<file path="src/rtl/traffic_pkg.sv">
// Shared types and step constants for the traffic-light sequencer and decoder.
package traffic_pkg;

    // Lamp phase as seen by the decoder.
    typedef enum logic [1:0] {
        NS_GREEN  = 2'd0,
        NS_YELLOW = 2'd1,
        EW_GREEN  = 2'd2,
        EW_YELLOW = 2'd3
    } phase_t;

    // Step indices where each phase begins.
    localparam logic [3:0] NS_YELLOW_START = 4'd6;
    localparam logic [3:0] EW_GREEN_START  = 4'd8;
    localparam logic [3:0] EW_YELLOW_START = 4'd14;
    localparam logic [3:0] LAST_STEP       = 4'd15;

    // Map a step index onto its lamp phase.
    function automatic phase_t step_to_phase(input logic [3:0] q);
        phase_t p;
        if (q < NS_YELLOW_START)
            p = NS_GREEN;
        else if (q < EW_GREEN_START)
            p = NS_YELLOW;
        else if (q < EW_YELLOW_START)
            p = EW_GREEN;
        else
            p = EW_YELLOW;
        return p;
    endfunction

endpackage

</file>
<file path="src/rtl/traffic_light_seq_tick_gen.sv">
// Clock prescaler: emits a one-cycle step event every TICK_DIV running cycles.
// en=0 clears the count; hold freezes it so a released hold resumes mid-count.
module tick_gen #(
    parameter int TICK_DIV = 50_000_000
) (
    input  logic clk,
    input  logic rst_n,
    input  logic en,
    input  logic hold,
    output logic step_evt
);

    localparam int CNT_W = (TICK_DIV > 1) ? $clog2(TICK_DIV) : 1;
    localparam logic [CNT_W-1:0] CNT_LAST = CNT_W'(TICK_DIV - 1);

    logic [CNT_W-1:0] r_div_cnt;
    logic             w_at_last;

    assign w_at_last = (r_div_cnt == CNT_LAST);

    // Prescaler count: clear when disabled, freeze on hold, else count and wrap.
    // NOTE: reset is sampled on the clock edge (synchronous), and every
    // register update uses <= so all flops see pre-edge values.
    always_ff @(posedge clk) begin
        if (!rst_n)
            r_div_cnt <= '0;
        else if (!en)
            r_div_cnt <= '0;
        else if (!hold)
            r_div_cnt <= w_at_last ? '0 : r_div_cnt + 1'b1;
    end

    assign step_evt = en & ~hold & w_at_last;

endmodule

</file>
<file path="src/rtl/traffic_light_seq.sv">
// Step sequencer for the two-direction traffic-light decoder. Advances the
// 4-bit step index on each prescaler event, shortening a green to its yellow
// when a pedestrian request is pending and the minimum green has elapsed.
module traffic_light_seq
    import traffic_pkg::*;
#(
    parameter int TICK_DIV  = 50_000_000,
    parameter int MIN_GREEN = 2
) (
    input  logic       clk,
    input  logic       rst_n,
    input  logic       en,
    input  logic       hold,
    input  logic       ped_req,
    output logic [3:0] q,
    output phase_t     phase,
    output logic       tick,
    output logic       ped_ack
);

    localparam logic [2:0] MIN_OFF   = 3'(MIN_GREEN);
    localparam logic [2:0] GREEN_LEN = 3'd6;

    logic [3:0] r_q;
    logic       r_tick;
    logic       r_ped_ack;
    logic       r_ped_pending;

    logic       w_step_evt;
    logic [2:0] w_off;
    logic       w_green;
    logic       w_shortcut;
    logic [3:0] w_next_q;
    logic       w_serve;

    tick_gen #(
        .TICK_DIV (TICK_DIV)
    ) u_tick_gen (
        .clk      (clk),
        .rst_n    (rst_n),
        .en       (en),
        .hold     (hold),
        .step_evt (w_step_evt)
    );

    // Next step index and serve decision for the coming step event.
    // NOTE: every signal gets a default before any branch so no latch is inferred.
    always_comb begin
        w_off      = r_q[2:0];
        w_green    = (w_off < GREEN_LEN);
        w_shortcut = r_ped_pending & w_green & (w_off >= MIN_OFF);
        w_next_q   = (r_q == LAST_STEP) ? 4'd0 : r_q + 4'd1;
        if (w_shortcut)
            w_next_q = r_q[3] ? EW_YELLOW_START : NS_YELLOW_START;
        w_serve    = w_step_evt & r_ped_pending &
                     ((w_next_q == NS_YELLOW_START) || (w_next_q == EW_YELLOW_START));
    end

    // Step register, tick/ack pulses and pedestrian latch (a new request wins over a clear).
    always_ff @(posedge clk) begin
        if (!rst_n) begin
            r_q           <= 4'd0;
            r_tick        <= 1'b0;
            r_ped_ack     <= 1'b0;
            r_ped_pending <= 1'b0;
        end else begin
            r_tick    <= w_step_evt;
            r_ped_ack <= w_serve;
            if (w_step_evt)
                r_q <= w_next_q;
            if (ped_req)
                r_ped_pending <= 1'b1;
            else if (w_serve)
                r_ped_pending <= 1'b0;
        end
    end

    assign q       = r_q;
    assign phase   = step_to_phase(r_q);
    assign tick    = r_tick;
    assign ped_ack = r_ped_ack;

endmodule

</file>
<file path="config.mk">
export PLATFORM = sky130hd
export DESIGN_NAME = traffic_light_seq
export DESIGN_NICKNAME = d
export VERILOG_FILES = /design/src/rtl/traffic_pkg.sv /design/src/rtl/traffic_light_seq_tick_gen.sv /design/src/rtl/traffic_light_seq.sv
export SDC_FILE = /design/constraint.sdc
export NUM_CORES = 1
export LEC_CHECK = 0
export ABC_AREA = 1
export CAP_MARGIN = 20
export CORE_MARGIN = 2
export CORE_UTILIZATION = 50
export CTS_CLUSTER_SIZE = 10
export DETAILED_ROUTE_END_ITERATION = 12
export PLACE_DENSITY = 0.74
export RECOVER_POWER = 25
export SLEW_MARGIN = 20
export SYNTH_ARGS = -nofsm -noshare
export SYNTH_HDL_FRONTEND = slang
export SYNTH_SLANG_ARGS = --single-unit
</file>
<file path="constraint.sdc">
create_clock -name clk -period 2.8 [get_ports clk]
set_clock_uncertainty 0.05 [all_clocks]
set_input_delay 0.84 -clock clk [delete_from_list [all_inputs] [get_ports clk]]
set_output_delay 0.84 -clock clk [all_outputs]
set_load 0.02 [all_outputs]
</file>
# [Word-level counts from Yosys, hierarchy flattened]
# Index checks and enable logic that the tools add are counted.
[word_totals] ff_bits=33 inputBits=5 output_inout_bits=8 elab_cells=35
[classes] n_addsub=2 magnitude_cmp=5 n_eq_ne=4 mux=9 n_bitwise=7 reduce_logical=3
[op_table] cell="26-bit by 1-bit adder with 26-bit output (second input constant)" n=1
[op_table] cell="26-bit == test (second input constant)" n=1
[op_table] cell="26-bit 2-to-1 mux" n=1
[op_table] cell="4-bit 2-to-1 mux" n=3
[op_table] cell="4-bit == test (second input constant)" n=2
[op_table] cell="4-bit < comparator (second input constant)" n=2
[op_table] cell="1-bit AND" n=6
[op_table] cell="4-bit by 1-bit adder with 4-bit output (second input constant)" n=1
[op_table] cell="4-bit by 3-bit == test with 1-bit output (second input constant)" n=1
[op_table] cell="4-bit by 3-bit < comparator with 1-bit output (second input constant)" n=1
[op_table] cell="2-bit 2-to-1 mux" n=2
[op_table] cell="3-bit by 2-bit greater-or-equal comparator with 1-bit output (second input constant)" n=1
[op_table] cell="3-bit < comparator (second input constant)" n=1
[op_table] cell="1-bit 2-to-1 mux" n=3
[op_table] cell="2-bit AND reduction" n=1
[op_table] cell="2-bit nonzero test" n=1
[op_table] cell="1-bit logical OR" n=1
[op_table] cell="1-bit NOT" n=1

# [Logic depth before layout (Yosys ltp)]
[depth] depth_word=9 depth_mapped=11 depth_no_buf=11

# [Hierarchy]
# From an unflattened synthesis, not the netlist that was laid out.
[hier_totals] hier_cells=282 area_unflattened_um2=1976.9
[modules_own_cells] mod="tick_gen" instances=1 cells_per_inst=232 area_each_um2=1599.0 seq_area_each_um2=520.5
[modules_own_cells] mod="traffic_light_seq" instances=1 cells_per_inst=50 area_each_um2=377.9 seq_area_each_um2=140.1

# [Worst setup path after synthesis]
# OpenSTA, ideal clock, no wires.
[synth_timing] path_type="in2reg" from="input hold" to="register u_tick_gen.r_div_cnt[22]" setup_ns=0.115 arrival_time_ns=1.712 required_time_ns=2.635 setup_slack_ns=0.923 stages=11 path_buffers=0 cell_sequence="inv_2 -> nand2_4 -> nor2_4 -> nand2_2 -> clkinv_2 -> nand3_4 -> nor2_4 -> nand2_1 -> nand2_1 -> nand2_1 -> and2_1"
[synth_rtl] element="start: declaration" line="traffic_light_seq.sv:13" rtl="input logic hold,"
[synth_rtl] element="end signal: assignment" line="traffic_light_seq_tick_gen.sv:30" rtl="r_div_cnt <= w_at_last ? '0 : r_div_cnt + 1'b1;"
[synth_rtl] element="end: declaration" line="traffic_light_seq_tick_gen.sv:16" rtl="logic [CNT_W-1:0] r_div_cnt;"

==> results.md <==
- The post-detailed-route via-to-cell ratio is slightly below 5.
- The first TritonRoute pass finished after 4 iterations.
- The path class of the tightest hold or removal check is flop to flop.
- For this run, the register share of the synthesized area comes to 0.360.
- The number of nets in the synthesized netlist is between 200 and 300.
- The biggest fanout along the worst timing path is 6.
- The H-tree depth reported by CTS is 2.
- The floorplan has 22 rows.
- After clock tree synthesis, the clock-pin slew on the worst setup and hold paths is about 0.07 ns.
- At the pin with the least slew margin, the transition time is 0.297 ns.
- The number of synthesis warnings is 0.
- The overall die height is 64.6 um.
- For this run, asynchronously set or reset flops after synthesis account for 0.
- The count of state elements after synthesis is 33.
- For this run, the share of the core covered by cells in the final layout is 0.574.
- In this run the remaining antenna-violating nets after routing total 0.
- Internal power comes to between 0.6 and 0.7 mW.
- After the first detailed-routing iteration, the DRC count stood at between 70 and 80.
- The clock passes through at most 2 buffers.
- For this run, global-route usage on met1 was measured as 0.253.
- The total negative setup slack is 0 ns.
- The fraction of final layout cells with drive strength greater than 1 is 0.128.
- The maximum number of pins on one net before global-route repair is 13.
- Ranked by total cell area, the synthesized netlist is headed by sky130_fd_sc_hd__dfxtp_1 36%, sky130_fd_sc_hd__nand2_1 10%, sky130_fd_sc_hd__inv_1 7.6%, sky130_fd_sc_hd__nor2_1 7.6%, sky130_fd_sc_hd__a21oi_1 4.4%.
- For this configuration, the core starts out at a cell density of 0.509.
- Across the VDD grid, the largest voltage drop is between 0.3 and 0.4 mV.
- STA classifies the critical path endpoint as a flop.
- The count of final setup violators is 0.
- The initial antenna violation count is 0.
- The cell sitting at the root of the clock tree is a sky130_fd_sc_hd__clkbuf_8.
- Port buffering added 12 buffers.
- Of the total power, the clock network draws 0.407.
- The via count is 1594.
- The routing usage on met2 is 0.352.
- The endpoint identified for the worst register-to-register timing path is u_tick_gen.r_div_cnt[14]$_SDFFE_PN0N_.
- For this design the top-level I/O count stands at 13.
- The synthesized netlist occupies a cell area of about 0.0018 mm2.
- The library cell with the highest instance count after synthesis is sky130_fd_sc_hd__nand2_1.
- Of the total power, registers draw 0.556.
- The floorplan step set the die width to ~65 um.
- The share of total power dissipated in combinational logic is 0.036.
- The final period demand of the worst path is 2.50 ns.
- The post-synthesis cell count is 263.
- The final hold violation count is 0.
- The reg-to-reg critical path startpoint is u_tick_gen.r_div_cnt[0]$_SDFFE_PN0N_.
- After clock tree synthesis, the flow added hold-fix buffers numbering 0.
- The number of cells on the worst reg-to-reg path is 10.
- The core outline area is about 0.0036 mm2.
- For the worst setup path, the data required time is between 2 and 3 ns.
- The total overflow left after global routing is 0.
- Counting the fill cells in the layout gives around 360.
- The flow ran to the end, and the final reports show no timing, DRC or antenna violations.
- The number of sinks on the clock net is 33.
- The launching element of the worst setup path is hold.
- The number of global-route vias before repair is between 1500 and 2000.
- The number of flops mapped to enable cells by yosys is 0.
- The clock latency reported for the late side of the worst-skew pair is approximately 0.29 ns.
- Timing would allow up to roughly 0.4 GHz.
- The total of cells resized after clock tree synthesis is 0.
- The post-CTS setup repair buffer count is 0.
- The repair_antennas step left the layout with diodes totalling 0.
- The number of distinct standard cells referenced by the synthesized netlist is 34.
- Wires add up to 3700 um.
- The global router's overall resource usage is 0.209.
- Routability-driven placement finished with a final weighted congestion of a little over 0.9.
- The worst register-to-register path has a setup slack of just over 1 ns.
- The normalized max-slew margin is 0.801.
- The fraction of synthesized cell area taken by the top area cell type is 0.360.
- The first-pass GRT wire length is approximately 6700 um.
- Summed over all instances, the cell type with the most area after synthesis is sky130_fd_sc_hd__dfxtp_1.
- From synthesis to final layout, the design area changed by 12.9%.
- The kind of start point of the critical path is a primary input.
- The commonest register cell after synthesis is sky130_fd_sc_hd__dfxtp_1.
- The number of remaining DRC errors is 0.
- Clock tree synthesis inserted a total of 5 buffers.
- STA puts the critical path data arrival time at about 2.6 ns.
- The layer with the highest usage is met2.
- Following the worst setup path forward leads to its endpoint at u_tick_gen.r_div_cnt[14]$_SDFFE_PN0N_.
- The TritonCTS clock tree is built.
- Setup repair after global routing left no endpoint under its margin.
- In this run the mean area of a mapped cell was roughly 7 um2.
- The worst setup path is of the primary input to flop kind.
- The average routed wire per standard cell is between 10 and 15 um.
- In the synthesized netlist, the cells that appear most often are 51 x sky130_fd_sc_hd__nand2_1, 37 x sky130_fd_sc_hd__inv_1, 37 x sky130_fd_sc_hd__nor2_1, 33 x sky130_fd_sc_hd__dfxtp_1, 16 x sky130_fd_sc_hd__a21oi_1.
- The final number of max-transition violations was 0.
- The number of max-cap violations is 0.
- The die outline area is roughly 0.0042 mm2.
- The final layout contains around 290 nets.
- The routing usage on met3 is 0.0573.
- In this run the power spent charging and discharging nets is between 0.15 and 0.2 mW.
- Of the total power, the share spent switching nets is 0.225.
- The wire-length estimate of the detail-placed layout is 2790 um.
- Power spread over the standard cell area amounts to 411 mW/mm2.
- In this run the static leakage power is roughly 0.77 nW.
- Dividing the final minimum period by the clock period gives 0.891.
==> logic make-up after synthesis <==
kind of cell / share of synthesized area
xor gates and xnor gates: 0.0239
buffers and inverters: 0.104
AOI/OAI and AO/OA: 0.101
adders and majority gates: 0.0136
DFF: 0.360
and+or+nand+nor: 0.398
==> cell usage in the layout (no fill, tap or decap), types with 2 or more instances in the layout <==
cell type / count
sky130_fd_sc_hd__a21oi_1: 16
sky130_fd_sc_hd__clkbuf_1: 3
sky130_fd_sc_hd__clkbuf_8: 5
sky130_fd_sc_hd__clkdlybuf4s50_1: 9
sky130_fd_sc_hd__clkinv_2: 2
sky130_fd_sc_hd__dfxtp_1: 33
sky130_fd_sc_hd__dlygate4sd3_1: 3
sky130_fd_sc_hd__ha_1: 2
sky130_fd_sc_hd__inv_1: 37
sky130_fd_sc_hd__inv_2: 4
sky130_fd_sc_hd__nand2_1: 52
sky130_fd_sc_hd__nand2_2: 8
sky130_fd_sc_hd__nand3_1: 11
sky130_fd_sc_hd__nand3_2: 2
sky130_fd_sc_hd__nand4_1: 7
sky130_fd_sc_hd__nor2_1: 38
sky130_fd_sc_hd__nor2_2: 3
sky130_fd_sc_hd__nor2_4: 5
sky130_fd_sc_hd__nor3_1: 6
sky130_fd_sc_hd__nor3b_1: 3
sky130_fd_sc_hd__o21a_1: 3
sky130_fd_sc_hd__o21ai_0: 10
sky130_fd_sc_hd__or2_2: 2
sky130_fd_sc_hd__xnor2_1: 2
sky130_fd_sc_hd__xor2_1: 3
==> registers in the layout, indices dropped and copies added, names as in the netlist <==
| register | cells |
|---|---|
| r_ped_pending | 1 |
| u_tick_gen.r_div_cnt | 26 |
| q | 4 |
| ped_ack | 1 |
| tick | 1 |
==> power by group through the flow <==
stage | Sequential (mW) | Combinational (mW) | Clock (mW)
final | 0.474 | 0.0311 | 0.347
after global routing | 0.473 | 0.0354 | 0.376
after CTS | 0.473 | 0.0319 | 0.355
after detailed placement | 0.484 | 0.0318 | 0
after global placement | 0.484 | 0.0310 | 0
after floorplan | 0.484 | 0.0212 | 0
==> how the worst min path moves through the flow <==
stage                                               start                                    end  slack [ns]  depth (start not counted)
CTS                 u_tick_gen.r_div_cnt[15]$_SDFFE_PN0N_  u_tick_gen.r_div_cnt[15]$_SDFFE_PN0N_        0.42                          2
floorplan           u_tick_gen.r_div_cnt[15]$_SDFFE_PN0N_  u_tick_gen.r_div_cnt[15]$_SDFFE_PN0N_        0.38                          2
global route        u_tick_gen.r_div_cnt[15]$_SDFFE_PN0N_  u_tick_gen.r_div_cnt[15]$_SDFFE_PN0N_        0.45                          2
detailed placement  u_tick_gen.r_div_cnt[15]$_SDFFE_PN0N_  u_tick_gen.r_div_cnt[15]$_SDFFE_PN0N_        0.40                          2
finish              u_tick_gen.r_div_cnt[15]$_SDFFE_PN0N_  u_tick_gen.r_div_cnt[15]$_SDFFE_PN0N_        0.42                          2
global placement    u_tick_gen.r_div_cnt[15]$_SDFFE_PN0N_  u_tick_gen.r_div_cnt[15]$_SDFFE_PN0N_        0.40                          2
==> routing by layer <==
metal	part of all wire	vias up	wire (um)
met1	0.49	699	1830
met4	0.012	0	46
met3	0.028	5	105
met5	0	-	0
li1	-	866	-
met2	0.46	24	1720
==> metrics by stage <==
step	instance area (um2)	cells	total power, mW	hold WS, ns	setup slack, ns
2_1_floorplan	1830	263	0.505	0.385	0.923
3_3_place_gp	2000	321	0.515	0.398	0.198
3_5_place_dp	2000	321	0.516	0.404	0.182
4_1_cts	2080	329	0.860	0.417	0.412
5_1_grt	2070	329	0.884	0.454	0.166
6_report	2070	329	0.852	0.419	0.305
==> worst max-delay path, cell delays in order <==
cell and delay [ns]:
sky130_fd_sc_hd__dlygate4sd3_1 0.62, sky130_fd_sc_hd__inv_2 0.16, sky130_fd_sc_hd__nand2_4 0.08, sky130_fd_sc_hd__nor2_4 0.10, sky130_fd_sc_hd__nand2_1 0.16, sky130_fd_sc_hd__nor2_1 0.19
sky130_fd_sc_hd__nand2_1 0.09, sky130_fd_sc_hd__nor2_1 0.15, sky130_fd_sc_hd__inv_1 0.08, sky130_fd_sc_hd__nor2_1 0.10, sky130_fd_sc_hd__nor3_1 0.05
==> final cells by class <==
| class | instances | area [um2] | area share |
|---|---|---|---|
| Multi-Input combinational cell | 184 | 978 | 0.473 |
| Tap cell | 48 | 60.1 | 0.0290 |
| Inverter | 43 | 164 | 0.0792 |
| Timing Repair Buffer | 13 | 128 | 0.0616 |
| Clock buffer | 8 | 80.1 | 0.0387 |
| Sequential cell | 33 | 661 | 0.319 |
(Power assumes the default switching activity.)
